File: config.mk
export PLATFORM = sky130hd
export DESIGN_NAME = buffer_read_sequencer
export DESIGN_NICKNAME = d
export VERILOG_FILES = /design/src/rtl/buffer_read_sequencer_pkg.sv /design/src/rtl/buffer_read_sequencer_rd_valid_pipe.sv /design/src/rtl/buffer_read_sequencer.sv
export SDC_FILE = /design/constraint.sdc
export NUM_CORES = 1
export LEC_CHECK = 0
export BUFFER_PORTS_ARGS = -buffer_cell sky130_fd_sc_hd__buf_2
export CORE_UTILIZATION = 45
export DETAILED_ROUTE_END_ITERATION = 8
export SYNTH_ARGS = -nofsm -noshare
export SYNTH_HDL_FRONTEND = slang
export SYNTH_SLANG_ARGS = --single-unit
File: constraint.sdc
create_clock -name r_clk_i -period 8 [get_ports r_clk_i]
set_clock_uncertainty 0.2 [all_clocks]
set_input_delay 0.4 -clock r_clk_i [delete_from_list [all_inputs] [get_ports r_clk_i]]
set_output_delay 0.4 -clock r_clk_i [all_outputs]
set_load 0.1 [all_outputs]
File: src/rtl/buffer_read_sequencer_pkg.sv
// Shared types and defaults for the buffer read sequencer: FSM encoding, mode values, parameter defaults.
package buffer_read_sequencer_pkg;

  typedef enum logic [1:0] {
    ST_IDLE  = 2'd0,
    ST_ISSUE = 2'd1,
    ST_DRAIN = 2'd2,
    ST_DONE  = 2'd3
  } state_e;

  localparam logic MODE_SERIAL   = 1'b0;
  localparam logic MODE_PARALLEL = 1'b1;

  localparam int DEF_ARRAY_SIZE = 9;
  localparam int DEF_ADDR_W     = 14;
  localparam int DEF_RD_LATENCY = 2;

  function automatic int unsigned popcount32(input logic [31:0] v);
    int unsigned n;
    n = 0;
    for (int i = 0; i < 32; i++) n = n + {31'b0, v[i]};
    return n;
  endfunction

endpackage

File: src/rtl/buffer_read_sequencer_rd_valid_pipe.sv
// Delays the issue strobe and its bank index by LAT cycles to line up with RAM data on bus1/bus2.
// No back-pressure: every entry shifts each cycle; clr_i drops everything in flight.
module rd_valid_pipe #(
  parameter int LAT    = 2,
  parameter int BANK_W = 4
) (
  input  logic              clk_i,
  input  logic              clr_i,
  input  logic              vld_i,
  input  logic [BANK_W-1:0] bank_i,
  output logic              vld_o,
  output logic [BANK_W-1:0] bank_o,
  output logic              pending_o
);

  logic [LAT-1:0]    vld_q;
  logic [BANK_W-1:0] bank_q [LAT];

  always_ff @(posedge clk_i) begin
    if (clr_i) begin
      vld_q <= '0;
      for (int i = 0; i < LAT; i++) bank_q[i] <= '0;
    end else begin
      vld_q[0]  <= vld_i;
      bank_q[0] <= bank_i;
      for (int i = 1; i < LAT; i++) begin
        vld_q[i]  <= vld_q[i-1];
        bank_q[i] <= bank_q[i-1];
      end
    end
  end

  // Beats still travelling that have not yet reached the output stage.
  always_comb begin
    pending_o = 1'b0;
    for (int i = 0; i < LAT - 1; i++) pending_o = pending_o | vld_q[i];
  end

  assign vld_o  = vld_q[LAT-1];
  assign bank_o = bank_q[LAT-1];

endmodule

File: src/rtl/buffer_read_sequencer.sv
// Read-side sequencer for the buffer RAM array: serial per-bank (bus1) or full-width (bus2) reads.
// enb/addrb registered, rd_valid RD_LATENCY cycles after enb; pause holds issue, in-flight beats complete.
module buffer_read_sequencer
  import buffer_read_sequencer_pkg::*;
#(
  parameter int ARRAY_SIZE = DEF_ARRAY_SIZE,
  parameter int ADDR_W     = DEF_ADDR_W,
  parameter int RD_LATENCY = DEF_RD_LATENCY
) (
  input  logic                          r_clk_i,
  input  logic                          reset_i,
  input  logic                          cmd_valid_i,
  output logic                          cmd_ready_o,
  input  logic [ADDR_W-1:0]             cmd_base_i,
  input  logic [ADDR_W-1:0]             cmd_len_i,
  input  logic                          cmd_mode_i,
  input  logic [ARRAY_SIZE-1:0]         cmd_mask_i,
  input  logic                          pause_i,
  output logic [ARRAY_SIZE-1:0]         enb_o,
  output logic [ADDR_W-1:0]             addrb_o,
  output logic                          output_sel_o,
  output logic                          rd_valid_o,
  output logic [$clog2(ARRAY_SIZE)-1:0] rd_bank_o,
  output logic                          busy_o,
  output logic                          done_o
);

  localparam int BANK_W = $clog2(ARRAY_SIZE);
  localparam int BEAT_W = ADDR_W + BANK_W + 1;

  state_e                state_q, state_d;
  logic [ADDR_W-1:0]     addr_q, addr_d;
  logic [ADDR_W-1:0]     addrb_q, addrb_d;
  logic [BEAT_W-1:0]     beats_q, beats_d;
  logic [ARRAY_SIZE-1:0] mask_q, mask_d;
  logic [ARRAY_SIZE-1:0] enb_q, enb_d;
  logic                  mode_q, mode_d;
  logic [BANK_W-1:0]     bank_q, bank_d;
  logic [BANK_W-1:0]     iss_bank_q, iss_bank_d;

  logic [BANK_W-1:0]     first_bank, cmd_first_bank, nxt_bank;
  logic                  nxt_found;
  logic                  accept;
  logic                  pipe_pending;

  assign accept = cmd_valid_i && (state_q == ST_IDLE);

  // Descending scan so the last hit is the lowest qualifying bank.
  always_comb begin
    first_bank     = '0;
    cmd_first_bank = '0;
    nxt_bank       = '0;
    nxt_found      = 1'b0;
    for (int i = ARRAY_SIZE - 1; i >= 0; i--) begin
      if (mask_q[i]) first_bank = BANK_W'(i);
      if (cmd_mask_i[i]) cmd_first_bank = BANK_W'(i);
      if (mask_q[i] && (i > int'(bank_q))) begin
        nxt_found = 1'b1;
        nxt_bank  = BANK_W'(i);
      end
    end
  end

  always_comb begin
    state_d    = state_q;
    addr_d     = addr_q;
    addrb_d    = addrb_q;
    beats_d    = beats_q;
    mask_d     = mask_q;
    mode_d     = mode_q;
    bank_d     = bank_q;
    enb_d      = '0;
    iss_bank_d = '0;
    case (state_q)
      ST_IDLE: begin
        if (accept) begin
          addr_d = cmd_base_i;
          mask_d = cmd_mask_i;
          mode_d = cmd_mode_i;
          bank_d = cmd_first_bank;
          if (cmd_mode_i == MODE_PARALLEL) beats_d = BEAT_W'(cmd_len_i);
          else beats_d = BEAT_W'(cmd_len_i) * BEAT_W'(popcount32(32'(cmd_mask_i)));
          if ((cmd_len_i == '0) || (cmd_mask_i == '0)) state_d = ST_DONE;
          else state_d = ST_ISSUE;
        end
      end
      ST_ISSUE: begin
        if (!pause_i) begin
          addrb_d = addr_q;
          beats_d = beats_q - BEAT_W'(1);
          if (mode_q == MODE_PARALLEL) begin
            enb_d  = mask_q;
            addr_d = addr_q + ADDR_W'(1);
          end else begin
            enb_d      = ARRAY_SIZE'(1) << bank_q;
            iss_bank_d = bank_q;
            if (nxt_found) begin
              bank_d = nxt_bank;
            end else begin
              bank_d = first_bank;
              addr_d = addr_q + ADDR_W'(1);
            end
          end
          if (beats_q == BEAT_W'(1)) state_d = ST_DRAIN;
        end
      end
      // Leave once only the final pipe stage may still hold a beat, so done follows it directly.
      ST_DRAIN: if ((enb_q == '0) && !pipe_pending) state_d = ST_DONE;
      ST_DONE:  state_d = ST_IDLE;
      default:  state_d = ST_IDLE;
    endcase
  end

  always_ff @(posedge r_clk_i) begin
    if (reset_i) begin
      state_q    <= ST_IDLE;
      addr_q     <= '0;
      addrb_q    <= '0;
      beats_q    <= '0;
      mask_q     <= '0;
      enb_q      <= '0;
      mode_q     <= 1'b0;
      bank_q     <= '0;
      iss_bank_q <= '0;
    end else begin
      state_q    <= state_d;
      addr_q     <= addr_d;
      addrb_q    <= addrb_d;
      beats_q    <= beats_d;
      mask_q     <= mask_d;
      enb_q      <= enb_d;
      mode_q     <= mode_d;
      bank_q     <= bank_d;
      iss_bank_q <= iss_bank_d;
    end
  end

  rd_valid_pipe #(
    .LAT    (RD_LATENCY),
    .BANK_W (BANK_W)
  ) u_rd_valid_pipe (
    .clk_i     (r_clk_i),
    .clr_i     (reset_i),
    .vld_i     (|enb_q),
    .bank_i    (iss_bank_q),
    .vld_o     (rd_valid_o),
    .bank_o    (rd_bank_o),
    .pending_o (pipe_pending)
  );

  assign cmd_ready_o  = (state_q == ST_IDLE);
  assign busy_o       = (state_q != ST_IDLE);
  assign done_o       = (state_q == ST_DONE);
  assign enb_o        = enb_q;
  assign addrb_o      = addrb_q;
  assign output_sel_o = mode_q;

endmodule

After elaboration in Yosys (flattened, before gate mapping):

Memories as Yosys holds them, arrays and structs flattened.
Index checks and enable logic that the tools add are counted.
W data, S select, Z words.

* logic and storage cells: 132
* memory bits (writable): 8
* input bits: 42
* output and inout port bits: 32
* register bits after elaboration: 78
* memories kept: 1

* equal/unequal tests: 10
* shift-type cells: 1
* magnitude comparators: 8
* reduce and logical (&&, ||, !) cells: 27
* bitwise gates (word level): 4
* add/subtract/negate cells: 10
* mux-type cells: 60
* multiply operators: 1

Memories
* u_rd_valid_pipe.bank_q: depth 2, width 4, read ports 2, clocked after Yosys merged registers in 0, write ports 2, RTL line buffer_read_sequencer_rd_valid_pipe.sv:17 `logic [BANK_W-1:0] bank_q [LAT];`

Operators with widths (count)
* $mux W4: 32
* $mux W19: 3
* $mux W14: 4
* $pmux W19 S2: 1
* $pmux W14 S2: 1
* $eq A19 B1 Y1 const B: 1
* $mul A14 B9 Y19: 1
* $sub A19 B1 Y19 const B: 1
* $logic_not A9 Y1: 2
* $gt A3 B4 Y1 const A: 4
* $add A14 B1 Y14 const B: 1
* $logic_not A14 Y1: 1
* $reduce_and A4 Y1: 3
* $mux W1: 11
* $logic_and A1 B1 Y1: 10
* $mux W2: 5
* $add A8 B1 Y9: 1
* $mux W9: 1
* $reduce_or A9 Y1: 1
* $shl A1 B4 Y9 const A: 1
* $add A7 B1 Y8: 1
* $gt A2 B4 Y1 const A: 2
* $ne A2 B2 Y1 const B: 4
* $pmux W2 S4: 1
* other kinds (23): 28

Depth between registers and ports, before layout:

Gate-level depths: netlist (run 1).

* depth in word-level cells: 14
* gate-level depth with buffers: 26
* gate-level depth less buffers: 25

Cells and area by module:

From an unflattened synthesis (run 1), not the netlist that was laid out.

* cells, all modules: 891
* area total of the unflattened synthesis: 6967.9 um2

Modules (own cells, without submodules)
* buffer_read_sequencer: area an instance 6675.2 um2, instances 1, seq. area each 1521.5 um2, cells an instance 867
* rd_valid_pipe: area an instance 292.8 um2, instances 1, seq. area each 200.2 um2, cells an instance 24

Least setup slack after synthesis (run 1):

OpenSTA, ideal clock, no wires.

* path kind: input to register
* start: in cmd_mask_i[0]
* end: reg beats_q[18]
* required time: 7.667 ns
* slack: 1.481 ns
* path buffers: 1
* data arrival time: 6.186 ns
* library setup time: 0.133 ns
* stages: 22
* cell sequence: inv_1 -> fa_1 -> fa_1 -> fa_1 -> fa_1 -> fa_1 -> xnor2_1 -> clkbuf_1 -> and2_1 -> fa_1 -> ha_1 -> ha_1 -> inv_1 -> fa_1 -> inv_1 -> ha_1 -> nor2b_1 -> o31a_1 -> o2111ai_1 -> a31oi_1 -> o2111ai_1 -> a31oi_1

* word-level cells in the longest chain between the ends: 12

RTL lines
* from (decl): RTL line buffer_read_sequencer.sv:17 `input logic [ARRAY_SIZE-1:0] cmd_mask_i,`
* $add A1 B1 Y2: RTL line buffer_read_sequencer_pkg.sv:21 `for (int i = 0; i < 32; i++) n = n + {31'b0, v[i]};`
* $add A2 B1 Y3: RTL line buffer_read_sequencer_pkg.sv:21
* $add A3 B1 Y4: RTL line buffer_read_sequencer_pkg.sv:21
* $add A4 B1 Y5: RTL line buffer_read_sequencer_pkg.sv:21
* $add A5 B1 Y6: RTL line buffer_read_sequencer_pkg.sv:21
* $add A6 B1 Y7: RTL line buffer_read_sequencer_pkg.sv:21
* $add A7 B1 Y8: RTL line buffer_read_sequencer_pkg.sv:21
* $add A8 B1 Y9: RTL line buffer_read_sequencer_pkg.sv:21
* $mul A14 B9 Y19: RTL line buffer_read_sequencer.sv:82 `else beats_d = BEAT_W'(cmd_len_i) * BEAT_W'(popcount32(32'(cmd_mask_i)));`
* $mux W19: RTL line buffer_read_sequencer.sv:81 `if (cmd_mode_i == MODE_PARALLEL) beats_d = BEAT_W'(cmd_len_i);`
* $mux W19: RTL line buffer_read_sequencer.sv:76 `if (accept) begin`
* $pmux W19 S2: RTL line buffer_read_sequencer.sv:74 `case (state_q)`
* to (signal assigned): RTL line buffer_read_sequencer.sv:129 `beats_q <= beats_d;`
* to (decl): RTL line buffer_read_sequencer.sv:34 `logic [BEAT_W-1:0] beats_q, beats_d;`

Every way passes these cells. The select of a mux whose other input is x is not followed.
A chain may end at the register's enable or synchronous reset.

Final worst setup path (run 1):

* start: in cmd_mask_i[0]
* end: reg beats_q[12]

The elaborated chain is that of the path after synthesis.

==> impl_metrics.toml, run 1 <==
[pwr]
p_per_area_nw_per_um2 = 400
ir_worst_vdd_uv = 150
netSwitchingPower_mw = 1.52
internal_power_mw = 1.53
combPwrFrac = 0.635
pwr-share-seq = 0.213
leakage_nw = 3.32
switching_share = 0.498
clock_power_share = 0.152

[final_layout]
stdcell_area_um2 = 7640
layout.area.seq_um2 = 1720
nets = 1066
multi_input_area_um2 = 4560
diodes = 0
layout-drive-gt1-share = 0.115
synthToLayoutAreaGrowth_pct = 11.3
fillers = 1475
stdcell_count = 1129

[floorplanning]
design.die.area_um2 = 15700
die_h_um = 125
start_util = 0.467
die_w_um = 125
rows = 44
core_area_um2 = 14700
ios = 74

[route]
drtPass1Iterations = 7
via_per_inst = 5.50
wl_per_cell_um = 14.4
drt_wl_total_mm = 16.3
num_vias = 6204
drc = 4
drt_iter0_markers = 395
ant_nets = 0

[yosys]
synth_edf_count = 0
yosys_warnings = 0
synth.top_cells.by_count = "inv_1, nand2_1, a21oi_1, dfxtp_1, nor2_1"
synthTopCellsByArea = "dfxtp_1, ha_1, fa_1"
synth_top_cell_area_share = 0.251
yosysUniqueCellTypes = 64
netlist_area_um2 = 6860
synth-seq-cells = 86
yosysSeqAreaShare = 0.251
async_flop_share = 0
syn_inst = 898
yosysMostFrequentCell = "inv_1"
synth_flop_cell = "dfxtp_1"
syn-num-nets = 1024
synth_top_cell_by_area = "dfxtp_1"
syn_area_per_cell_um2 = 7.64

[timing]
max_freq_ghz = 0.146
timing.final.crit_share = 0.853
setup_ws_ps = 1170
worst_pin_slew_ps = 943
hold_viol = 0
setup_violations = 0
fin_setup_tns_ps = 0
hold_ws_ps = 127
rsz0062_at_grt = "no"
fin_crit_ps = 6830
drv_slew = 0
slew_headroom = 0.369

[setup_path]
rrSetupSlack_ps = 4880
crit_path_max_fanout = 14
cp.arrival_ps = 6870
worst_setup_path_end_kind = "flip-flop"
path_class = "input pin to flip-flop"
crit_required_ps = 8050
worst_setup_path_start_kind = "input pin"

[global_routing]
grt_pass1_wl_mm = 27.6
grt_antenna_before_repair = 0
grt_pass1_vias = 5637
grtUsageTotal = 0.213
gr-total-overflow = 0
grt_max_degree = 82

[clock_network]
clockRootBuffer = "clkbuf_16"
cts_resized = 0
cts_buffers = 9
cts_tree = "yes"
postCtsHoldBufs = 0
clock_sinks = 86
cts_buffer_depth = 2
clkSlewWorstSetupHoldPaths_ps = 70
h-tree-depth = 3
clk_latency_ps = 340
cts_setup_buffers = 0

[place]
place_area_um2 = 7300
hpwl_mm = 12.0
place.gp.congestion = 0.838
io_buffer_count = 73
pre_cts_ws_ps = 829
placed_cells = 1113

[run]
timing.max_cap.violations = 0

[hold_path]
hold_class = "input pin to flip-flop"

[status]
outcome = "finished with violations"
failed_checks = "DRC"
registers in the layout, indices dropped and copies added, names as in the netlist, 4 cells and up:
| register | cells |
|---|---|
| enb_o | 9 |
| addr_q | 14 |
| iss_bank_q | 4 |
| bank_q | 4 |
| u_rd_valid_pipe.bank_q | 8 |
| mask_q | 9 |
| beats_q | 19 |
| addrb_o | 14 |
cells by family after synthesis:
logic type	count (synthesis)	share of synthesized area
AO/OA/AOI/OAI	228	0.211
XOR/XNOR	7	0.00894
adder cells (fa/ha/maj)	84	0.187
buffers and inverters	149	0.0843
flip-flops	86	0.251
multiplexers	9	0.0133
AND/OR/NAND/NOR	335	0.245
final timing paths:
| check | start | to | depth (start not counted) |
|---|---|---|---|
| hold / removal | cmd_mask_i[8] | mask_q[8] | 3 |
| setup reg to reg | bank_q[2] | addr_q[0] | 6 |
| setup / recovery | cmd_mask_i[0] | beats_q[12] | 23 |
| hold reg to reg | iss_bank_q[0] | u_rd_valid_pipe.bank_q[0][0] | 1 |
critical path: stages:
cell	delay (ps)
buf_2	100
inv_1	80
fa_1	550
fa_1	430
fa_1	460
fa_1	430
fa_1	830
nor2b_1	130
fa_1	480
ha_1	310
ha_1	270
inv_1	50
fa_1	460
inv_1	70
ha_1	180
inv_1	60
fa_1	390
nor2b_1	210
o31a_1	200
nand2b_1	150
a21boi_0	110
or3_1	320
a311oi_1	220
area by class of cell:
| class | count | share of cell area |
|---|---|---|
| sequential | 86 | 0.225 |
| inverter | 101 | 0.0496 |
| clock inverter | 6 | 0.0121 |
| clock buffer | 10 | 0.0313 |
| tap | 184 | 0.0301 |
| multi-input combinational | 663 | 0.598 |
| timing repair buffer | 79 | 0.0537 |
through the flow:
step / util / total power, mW
2_1_floorplan: - / 2.19
3_3_place_gp: 0.497 / 2.59
3_5_place_dp: 0.497 / 2.60
4_1_cts: 0.519 / 3.07
5_1_grt: 0.519 / 3.38
6_report: 0.519 / 3.05
power groups by stage:
stage / clock network [mW] / logic, mW / registers (mW)
global route: 0.494 / 2.22 / 0.665
detailed placement: 0 / 1.94 / 0.656
CTS: 0.472 / 1.95 / 0.647
global placement: 0 / 1.93 / 0.657
finish: 0.464 / 1.94 / 0.650
floorplan: 0 / 1.53 / 0.657
layout by cell type, fill, tap and decap left out, types with 7 or more instances in the layout:
cell type / instances
fa_1: 31
nand3_1: 16
ha_1: 52
nand2_1: 99
a21oi_1: 89
a211oi_1: 14
dfxtp_1: 86
o32ai_1: 7
nor2_1: 60
or3_1: 7
clkbuf_16: 9
and2_1: 31
buf_2: 73
nor2b_1: 41
mux2i_1: 8
inv_1: 101
o21ai_0: 37
nor3_1: 28
o22ai_1: 8
nor4_1: 11
a31oi_1: 14
nand2b_1: 16
per-layer routing:
layer	track usage	vias to the layer above	part of all wire
met2	0.344	129	0.46
met1	0.302	2897	0.49
met3	0.0325	16	0.039
li1	-	3162	-
met4	0.0423	0	0.0079
met5	0	-	0
(Power assumes the default switching activity.)
==> inputs of run 2 (changes only) <==
--- a/config.mk
+++ b/config.mk
@@ -6,8 +6,12 @@
 export NUM_CORES = 1
 export LEC_CHECK = 0
 export BUFFER_PORTS_ARGS = -buffer_cell sky130_fd_sc_hd__buf_2
+export CELL_PAD_IN_SITES_DETAIL_PLACEMENT = 0
+export CELL_PAD_IN_SITES_GLOBAL_PLACEMENT = 1
 export CORE_UTILIZATION = 45
 export DETAILED_ROUTE_END_ITERATION = 8
+export PLACE_DENSITY_LB_ADDON = 0.1
 export SYNTH_ARGS = -nofsm -noshare
 export SYNTH_HDL_FRONTEND = slang
+export SYNTH_HIERARCHICAL = 1
 export SYNTH_SLANG_ARGS = --single-unit
==> impl_metrics.toml, run 2 <==
[timing]
fin_setup_tns_ps = 0
slew_headroom = 0.379
setup_violations = 0
worst_pin_slew_ps = 928
max_freq_ghz = 0.138
hold_viol = 0
drv_slew = 0
rsz0062_at_grt = "no"
timing.final.crit_share = 0.905
fin_crit_ps = 7240

[global_routing]
grt_pass1_vias = 5942
grtUsageTotal = 0.224
gr-total-overflow = 0
grt_pass1_wl_mm = 29.2
grt_max_degree = 69
grt_antenna_before_repair = 0

[run]
timing.max_cap.violations = 0

[final_layout]
nets = 1053
synthToLayoutAreaGrowth_pct = 9.19
top_register = "beats_q"
diodes = 0
fillers = 1485
final_common_cell = "nand2_1"
layout-drive-gt1-share = 0.121
largest_reg_flops = 19
final_cell_mix = "nand2_1, inv_1, dfxtp_1, a21oi_1, buf_2"
stdcell_count = 1120

[yosys]
syn_area_per_cell_um2 = 7.82
synth_top_cell_area_share = 0.247
synthTopCellsByArea = "dfxtp_1, ha_1, fa_1"
yosysUniqueCellTypes = 74
netlist_area_um2 = 6970
yosys_warnings = 6
synth.top_cells.by_count = "nand2_1, inv_1, dfxtp_1, a21oi_1, nor2_1"
syn_inst = 891
yosysSeqAreaShare = 0.247
synth_edf_count = 0
syn-num-nets = 1017
synth_top_cell_by_area = "dfxtp_1"
async_flop_share = 0
synth-seq-cells = 86
yosysMostFrequentCell = "nand2_1"
synth_flop_cell = "dfxtp_1"

[setup_path]
worst_setup_path_start_kind = "input pin"
cp.arrival_ps = 7290
path_class = "input pin to flip-flop"
worstReg2RegStart = "state_q[1]"
worst_setup_path_end_kind = "flip-flop"
startpoint = "cmd_mask_i[0]"
crit_required_ps = 8050
crit_path_max_fanout = 14

[pwr]
switching_share = 0.513
ir_worst_vdd_uv = 144
netSwitchingPower_mw = 1.58
report.power.total_mw = 3.08
clock_power_share = 0.130
combPwrFrac = 0.646
p_per_area_nw_per_um2 = 405
internal_power_mw = 1.50
pwr-share-seq = 0.224
leakage_nw = 3.28

[clock_network]
clockRootBuffer = "clkbuf_16"
cts_buffers = 9
cts_buffer_depth = 2
clock_sinks = 86
cts_resized = 0
cts_tree = "yes"
clkSlewWorstSetupHoldPaths_ps = 70
clk_latency_ps = 340
cts_setup_buffers = 0
h-tree-depth = 3
postCtsHoldBufs = 0

[floorplanning]
die_h_um = 126
ios = 74
start_util = 0.460
rows = 45
design.die.area_um2 = 16000
core_area_um2 = 15100
die_w_um = 126

[route]
drt_iter0_markers = 355
drtPass1Iterations = 5
via_per_inst = 5.62
drt_wl_total_mm = 17.4
num_vias = 6294
wl_per_cell_um = 15.5
ant_nets = 0
drc = 0

[place]
io_buffer_count = 73
placed_cells = 1104
hpwl_mm = 12.9
place.gp.congestion = 0.863

[hold_path]
hp-start = "cmd_mask_i[8]"
hold_class = "input pin to flip-flop"

[status]
outcome = "finished clean"
[run 2: cell types whose count changed in the layout (fill, tap and decap cells not counted), moves of 5 or more]
| cell | delta |
|---|---|
| nand4_1 | +7 |
| nor3_1 | -6 |
| nand2b_1 | -5 |
| a21oi_1 | -11 |
| nor4_1 | +7 |
| or3_1 | -6 |
| o21ai_1 | +8 |
| inv_1 | -10 |
[run 2: path summary, 6_finish.rpt]
path	end	slack (ps)	cells past startpoint
setup / recovery	beats_q[18]	760	23
hold / removal	mask_q[8]	120	3
setup reg to reg	iss_bank_q[0]	4690	7
hold reg to reg	u_rd_valid_pipe/bank_q[0][1]	240	1
[run 2: power groups by stage]
stage               clock network, mW  logic (mW)  registers, mW
floorplan                           0        1.61          0.675
global placement                    0        1.95          0.694
detailed placement                  0        1.99          0.698
CTS                             0.407        2.00          0.689
global route                    0.426        2.28          0.710
finish                          0.399        1.99          0.691
[run 2: logic make-up after synthesis]
group | synth area share
flip-flops | 0.247
multiplexers | 0.0160
AO/OA/AOI/OAI | 0.200
adder cells (fa/ha/maj) | 0.184
AND/OR/NAND/NOR | 0.253
buffers and inverters | 0.0896
XOR/XNOR | 0.0101
[run 2: cell type report]
type	count	area, um2	share of cell area
Clock buffer	10	239	0.0314
Clock inverter	6	43.8	0.00576
Inverter	91	342	0.0449
Multi-Input combinational cell	661	4620	0.608
Sequential cell	86	1720	0.226
Tap cell	188	235	0.0309
Timing Repair Buffer	78	403	0.0530
[run 2: critical path, cell delays in order]
cell and delay, ps:
buf_2 90, inv_1 80, fa_1 560, fa_1 430
fa_1 460, fa_1 410, fa_1 840, nor2b_1 140
fa_1 490, ha_1 310, ha_1 280, inv_1 50
fa_1 460, inv_1 70, ha_1 180, inv_1 60
fa_1 400, nand2b_1 180, a211oi_1 420, nor4_2 110
o31ai_1 410, nand4_1 150, a311oi_1 300
[run 2: through the flow]
step / instance area (um2) / worst slack, ps / hold slack [ps] / util
global placement: 7330 / 610 / 217 / 0.484
finish: 7610 / 760 / 125 / 0.502
CTS: 7610 / 759 / 111 / 0.502
global route: 7610 / 380 / 123 / 0.502
detailed placement: 7330 / 408 / 226 / 0.484
floorplan: 6970 / 1260 / 214 / -
[run 2: metal layers]
metal / wire length (um) / vias up / track usage
met3: 584 / 11 / 0.0283
met2: 8430 / 114 / 0.377
met5: 0 / - / 0
met1: 8270 / 3021 / 0.307
li1: - / 3148 / -
met4: 123 / 0 / 0.0439
==> inputs of run 3 (changes only) <==
--- a/config.mk
+++ b/config.mk
@@ -6,11 +6,8 @@
 export NUM_CORES = 1
 export LEC_CHECK = 0
 export BUFFER_PORTS_ARGS = -buffer_cell sky130_fd_sc_hd__buf_2
-export CELL_PAD_IN_SITES_DETAIL_PLACEMENT = 0
-export CELL_PAD_IN_SITES_GLOBAL_PLACEMENT = 1
 export CORE_UTILIZATION = 45
 export DETAILED_ROUTE_END_ITERATION = 8
-export PLACE_DENSITY_LB_ADDON = 0.1
 export SYNTH_ARGS = -nofsm -noshare
 export SYNTH_HDL_FRONTEND = slang
 export SYNTH_HIERARCHICAL = 1
==> impl_metrics.toml, run 3 (synthesis gave the netlist of run 2 again) <==
[place]
place_area_um2 = 7330
place.gp.congestion = 0.836
hpwl_mm = 11.8
io_buffer_count = 73

[timing]
hold_viol = 0
worst_pin_slew_ps = 1000
rsz0062_at_grt = "no"
setup_violations = 0
slew_headroom = 0.330
drv_slew = 0
fin_crit_ps = 7160
timing.final.crit_share = 0.895
max_freq_ghz = 0.140
fin_setup_tns_ps = 0

[floorplanning]
rows = 45
die_w_um = 126
core_area_um2 = 15100
ios = 74
start_util = 0.460
design.die.area_um2 = 16000
die_h_um = 126

[final_layout]
final_common_cell = "nand2_1"
final_cell_mix = "nand2_1, inv_1, dfxtp_1, a21oi_1, buf_2"
nets = 1053
layout-drive-gt1-share = 0.119
diodes = 0
synthToLayoutAreaGrowth_pct = 9.79
top_register = "beats_q"
largest_reg_flops = 19
stdcell_area_um2 = 7650
fillers = 1487

[clock_network]
h-tree-depth = 3
clkSlewWorstSetupHoldPaths_ps = 60
cts_buffer_depth = 2
postCtsHoldBufs = 0
clockRootBuffer = "clkbuf_16"
clock_sinks = 86
clk_latency_ps = 340
cts_setup_buffers = 0
cts_buffers = 9
cts_resized = 0
cts_tree = "yes"

[route]
ant_nets = 0
num_vias = 6195
drt_iter0_markers = 399
via_per_inst = 5.54
drt_wl_total_mm = 16.3
drc = 0
drtPass1Iterations = 7
wl_per_cell_um = 14.5

[pwr]
leakage_nw = 3.30
ir_worst_vdd_uv = 172
p_per_area_nw_per_um2 = 406

[status]
outcome = "finished clean"

[global_routing]
grtUsageTotal = 0.209
grt_pass1_wl_mm = 27.7
grt_pass1_vias = 5713
grt_antenna_before_repair = 0
gr-total-overflow = 0
grt_max_degree = 69

[setup_path]
path_cells = "buf_2 > inv_1 > fa_1 > fa_1 > fa_1 > fa_1 > fa_1 > nor2b_1 > fa_1 > ha_1 > ha_1 > inv_1 > fa_1 > inv_1 > ha_1 > inv_1 > fa_1 > nand2b_1 > a211oi_1 > nor4_2 > o31ai_1 > nand4_1 > a311oi_1"
cp_slowest_cell = "fa_1"
cpLargestDelayFamily = "adder cells"
max_stage_delay_ps = 870
worst_setup_path_end_kind = "flip-flop"
crit_required_ps = 8040
path_class = "input pin to flip-flop"
worst_setup_path_start_kind = "input pin"
cp.arrival_ps = 7200
crit_path_max_fanout = 14
crit_path_frequent_cell = "fa_1"
path_buf_inv = 5

[hold_path]
hold_class = "input pin to flip-flop"

[run]
timing.max_cap.violations = 0
-- run 3: path summary, 6_finish.rpt --
kind / start / to / slack (ps) / cells past startpoint
max: cmd_mask_i[0] / beats_q[18] / 840 / 23
max reg2reg: state_q[1] / addr_q[8] / 5080 / 8
min reg2reg: u_rd_valid_pipe/bank_q[0][2] / u_rd_valid_pipe/bank_q[0][6] / 230 / 1
min: cmd_mask_i[0] / mask_q[0] / 120 / 3
-- run 3: worst reg2reg max path: stages (launching register included) --
cell and delay [ps]:
dfxtp_1 340, inv_1 80, ha_2 170, buf_4 520, mux2i_1 320, a21o_2 390
nor2_1 490, o21a_1 200, o32ai_1 70
-- run 3: power breakdown --
group	switching [mW]	internal, mW	total, mW
sequential	0.156	0.530	0.687
clock	0.165	0.289	0.454
combinational	1.22	0.742	1.96
-- run 3: per-stage QoR --
stage | setup WS [ps] | power (mW) | cells | utilization | hold WS [ps]
final | 843 | 3.11 | 1119 | 0.505 | 116
after global routing | 423 | 3.43 | 1119 | 0.505 | 119
after CTS | 848 | 3.12 | 1119 | 0.505 | 110
after detailed placement | 462 | 2.66 | 1104 | 0.484 | 225
after global placement | 640 | 2.65 | 1104 | 0.484 | 220
after floorplan | 1260 | 2.28 | 891 | - | 214
-- run 3: layout make-up --
type                    instances  area [um2]  area share
repair buffers                 78         403      0.0527
inverters                      91         342      0.0447
flip-flops and latches         86        1720       0.225
clock buffers                  12         256      0.0335
well taps                     188         235      0.0307
clock inverters                 3        67.6     0.00883
multi-input cells             661        4620       0.605
-- run 3: routing by layer --
layer,GRT usage,vias to the layer above,wire [um]
li1,-,3160,-
met1,0.298,2917,8110
met2,0.341,110,7500
met3,0.0295,8,558
met4,0.0361,0,94
met5,0,-,0
